==> config.mk <==
export PLATFORM = sky130hd
export DESIGN_NAME = gin_tag_sender
export DESIGN_NICKNAME = d
export VERILOG_FILES = /design/src/rtl/eyeriss_pkg.sv /design/src/rtl/gin_fifo_mem.sv /design/src/rtl/gin_tag_sender.sv
export SDC_FILE = /design/constraint.sdc
export NUM_CORES = 1
export LEC_CHECK = 0
export ABC_AREA = 0
export CORE_MARGIN = 3
export CORE_UTILIZATION = 32
export DETAILED_ROUTE_END_ITERATION = 10
export PLACE_DENSITY = 0.65
export SLEW_MARGIN = 10
export SYNTH_ARGS = -nofsm -noshare
export SYNTH_HDL_FRONTEND = slang
export SYNTH_SLANG_ARGS = --single-unit
export TNS_END_PERCENT = 30
==> constraint.sdc <==
create_clock -name i_clk -period 2.8 [get_ports i_clk]
set_input_delay 0.56 -clock i_clk [delete_from_list [all_inputs] [get_ports i_clk]]
set_output_delay 0.56 -clock i_clk [all_outputs]
set_load 0.05 [all_outputs]
==> src/rtl/eyeriss_pkg.sv <==
// eyeriss_pkg: shared widths, GIN packet type and pointer-width helper
package eyeriss_pkg;
  localparam int DATA_BW_DEFAULT = 8;
  localparam int ID_BW_DEFAULT = 4;
  localparam int FIFO_DEPTH_DEFAULT = 4;
  typedef struct packed {
    logic [ID_BW_DEFAULT-1:0] tag;
    logic [DATA_BW_DEFAULT-1:0] data;
  } gin_pkt_t;
  function automatic int ptr_bits(input int depth);
    return $clog2(depth) + 1;
  endfunction
endpackage

==> src/rtl/gin_fifo_mem.sv <==
// gin_fifo_mem: unreset register array, one write port, asynchronous read port
module gin_fifo_mem #(
  parameter int DEPTH = 4,
  parameter int WIDTH = 12
) (
  input  logic                     i_clk,
  input  logic                     i_we,
  input  logic [$clog2(DEPTH)-1:0] i_waddr,
  input  logic [WIDTH-1:0]         i_wdata,
  input  logic [$clog2(DEPTH)-1:0] i_raddr,
  output logic [WIDTH-1:0]         o_rdata
);
  logic [WIDTH-1:0] mem [DEPTH];
  always_ff @(posedge i_clk)
    if (i_we) mem[i_waddr] <= i_wdata;
  assign o_rdata = mem[i_raddr];
endmodule

==> src/rtl/gin_tag_sender.sv <==
// gin_tag_sender: FWFT {tag,data} queue feeding the GIN multicast bus.
// Define GIN_PKT_CNT_EN to add the saturating o_pkt_cnt bus-handshake counter.
module gin_tag_sender
  import eyeriss_pkg::*;
#(
  parameter int DATA_BITWIDTH = DATA_BW_DEFAULT,
  parameter int ID_BITWIDTH = ID_BW_DEFAULT,
  parameter int FIFO_DEPTH = FIFO_DEPTH_DEFAULT
) (
  input  logic                         i_clk,
  input  logic                         i_rst_n,
  input  logic [DATA_BITWIDTH-1:0]     i_data,
  input  logic [ID_BITWIDTH-1:0]       i_tag,
  input  logic                         i_valid,
  output logic                         o_ready,
  output logic [DATA_BITWIDTH-1:0]     o_data,
  output logic [ID_BITWIDTH-1:0]       o_tag,
  output logic                         o_valid,
  input  logic                         i_ready,
  input  logic                         i_flush,
  output logic [$clog2(FIFO_DEPTH):0]  o_count,
  output logic                         o_empty,
`ifdef GIN_PKT_CNT_EN
  output logic [15:0]                  o_pkt_cnt,
`endif
  output logic                         o_full
);
  localparam int PW = ptr_bits(FIFO_DEPTH);
  localparam int AW = PW - 1;
  localparam int W = ID_BITWIDTH + DATA_BITWIDTH;
  logic [PW-1:0] wr_ptr, rd_ptr;
  logic [W-1:0] head;
  logic full, empty, push, pop;
  assign full = (wr_ptr[AW-1:0] == rd_ptr[AW-1:0]) && (wr_ptr[AW] != rd_ptr[AW]);
  assign empty = wr_ptr == rd_ptr;
  assign push = i_valid && !full;
  assign pop = !empty && i_ready;
  assign o_ready = !full;
  assign o_valid = !empty;
  assign o_full = full;
  assign o_empty = empty;
  assign o_count = wr_ptr - rd_ptr;
  assign {o_tag, o_data} = o_valid ? head : '0;
  always_ff @(posedge i_clk or negedge i_rst_n)
    if (!i_rst_n) begin
      wr_ptr <= '0;
      rd_ptr <= '0;
    end else if (i_flush) begin
      wr_ptr <= '0;
      rd_ptr <= '0;
    end else begin
      if (push) wr_ptr <= wr_ptr + 1'b1;
      if (pop) rd_ptr <= rd_ptr + 1'b1;
    end
  gin_fifo_mem #(.DEPTH(FIFO_DEPTH), .WIDTH(W)) u_mem (
    .i_clk  (i_clk),
    .i_we   (push && !i_flush),
    .i_waddr(wr_ptr[AW-1:0]),
    .i_wdata({i_tag, i_data}),
    .i_raddr(rd_ptr[AW-1:0]),
    .o_rdata(head)
  );
`ifdef GIN_PKT_CNT_EN
  always_ff @(posedge i_clk or negedge i_rst_n)
    if (!i_rst_n) o_pkt_cnt <= '0;
    else if (i_flush) o_pkt_cnt <= '0;
    else if (pop && o_pkt_cnt != 16'hFFFF) o_pkt_cnt <= o_pkt_cnt + 16'd1;
`endif
endmodule

==> metrics <==
synthesized cell area=2400 um2; sequential-to-total area share from yosys stat=0.663; largest cells by area after synthesis=edfxtp_1 (60%), mux4_2 (11%), dfrtp_1 (6.3%); Period minus WS final=2.64 ns; hold-fix buffers at CTS=0; CP Max Fanout=14; Clk Latency, worst-skew pair=0.31 ns; nets@finish=207; # IOs=36; Worst Setup Start Kind=flop; Routed WL=4370 um; clk buf depth=2; first-pass GRT wire length=7220 um; Final Setup Violations=0; Std-Cell Rows=30; Hold Crit Class=input port to asynchronous set/reset pin; worst setup path class=flop to output port; Ant. Diodes=0; root buf cell=clkbuf_8; RSZ-0062 raised after global routing=false; Req. time, crit path=2.24 ns; FMAX=0.379 GHz; Netlist cell types=32; Slew @ Worst Pin=0.357 ns; die area=8580 um2; CP Capture Type=output port; CTS clk-pin slew, worst paths=0.09 ns; syn nets=165; total CTS buffers=5; P&R area growth vs syn=32.0%; post-synth top area share=0.600; Syn. warnings=0; DR DRC count=0; Synth Register Bits=54; Avg Inst Size Synth=17.2 um2; Rel. slew slack=0.762; via total after detailed routing=1328; DP Area=3050 um2; cts repair resizes=0; max-slew violations=0; chip width=92.6 um; Die H=92.6 um; final instance area=3170 um2; initial antenna violation count=0; H-tree levels=2; Port Buffers=35; Filler cells=615; DRT iter0 DRCs=46; HPWL Detailed=3010 um; Antenna Nets Post-Route=0; max cap viols=0; largest net degree at the start of global routing=20; routed vias/inst=4.76; Final period util=0.942; Arrival @ worst endpoint=2.08 ns; Avg WL per Cell=15.7 um; share of cells above drive strength 1=0.301; Worst Clk Skew=0.00853 ns; cells after synthesis=140; Hold Vio Cnt, Final=0; area of the core=7020 um2; Global Route Usage Sum=0.111; Placer Congestion=0.783; grt ovf=0; commonest non-fill, non-tap cell in the layout=edfxtp_1; Initial Utilization=0.342; most frequent cells in the layout=edfxtp_1 (48), buf_12 (19), clkdlybuf4s50_1 (16); vias in the first global route=1424; Synth area leader=edfxtp_1; clock sink count=54; CTS tree=yes; drt first pass iters=4; outcome=complete, no violations; setup bufs post-CTS=0
==> cell families (layout without fill, tap and decap cells) <==
logic type                 count (synthesis)  after routing  share of synthesized area
and+or+nand+nor                           39             39                      0.105
adders and majority gates                  8              8                     0.0448
AOI/OAI and AO/OA                         11             11                     0.0307
xor gates and xnor gates                   2              2                     0.0104
buffers and inverters                     13             56                     0.0287
muxes                                     13             13                      0.117
DFF                                       54             54                      0.663
==> worst paths after layout <==
path / startpoint / to / slack, ns / depth (start not counted)
max: wr_ptr[0] / o_data[0] / 0.16 / 7
max in group asynchronous: i_rst_n / rd_ptr[0] / 2.05 / 1
max reg2reg: wr_ptr[0] / u_mem.mem[0][9] / 0.60 / 6
min in group i_clk: wr_ptr[2] / wr_ptr[2] / 0.62 / 2
min reg2reg: wr_ptr[2] / wr_ptr[2] / 0.62 / 2
min: i_rst_n / wr_ptr[0] / 0.50 / 1
==> cells in the mapped netlist, drive strengths merged <==
| library cell | n |
|---|---|
| nand3 | 4 |
| xnor2 | 2 |
| nand3b | 1 |
| nand4b | 2 |
| fa | 1 |
| or4 | 2 |
| mux2 | 1 |
| nor3b | 3 |
| edfxtp | 48 |
| o311ai | 1 |
| a31oi | 4 |
| nand4bb | 1 |
| buf | 4 |
| ha | 7 |
| and3 | 4 |
| mux4 | 12 |
| a311oi | 1 |
| nor2b | 14 |
| a211o | 1 |
| nand2 | 4 |
| clkbuf | 2 |
| o211ai | 1 |
| nor2 | 3 |
| nor3 | 1 |
| dfrtp | 6 |
| a21oi | 3 |
| inv | 7 |
==> state kept, by name (all words and copies together), names as in the netlist <==
register   count
wr_ptr         3
rd_ptr         3
u_mem.mem     48
==> critical path: stages, from the launching register on <==
cell and delay [ns]:
dfrtp_1 0.42, inv_1 0.11, ha_1 0.37, nand2_2 0.23, nor2b_4 0.07, buf_12 0.15, nor2b_1 0.24, buf_12 0.18
==> through the flow <==
stage | setup TNS, ns | hold WS (ns) | instances | util | setup WS (ns)
after floorplan | -0.484 | 0.264 | 140 | - | -0.0200
after detailed placement | 0 | 0.614 | 270 | 0.435 | 0.409
after global routing | 0 | 0.518 | 279 | 0.452 | 0.0311
after global placement | 0 | 0.599 | 270 | 0.435 | 0.491
final | 0 | 0.504 | 279 | 0.452 | 0.161
after CTS | 0 | 0.507 | 278 | 0.449 | 0.0608
==> per-layer routing <==
layer,part of all wire,track usage,vias to the layer above,wire length [um]
met2,0.48,0.176,33,2090
met3,0.044,0.0292,5,190
met5,0,0,-,0
met4,0.012,0.0391,0,53
li1,-,-,624,-
met1,0.47,0.146,666,2030
==> cell type report <==
cell class	instances	area, um2	share of cell area
repair buffers	41	586	0.185
flip-flops and latches	54	1590	0.502
multi-input cells	73	748	0.236
clock inverters	3	28.8	0.00908
clock buffers	5	68.8	0.0217
inverters	7	26.3	0.00829
well taps	96	120	0.0379
Power is not shown: default switching activity piles up to over one toggle a cycle in this logic, so the estimate is an artifact.
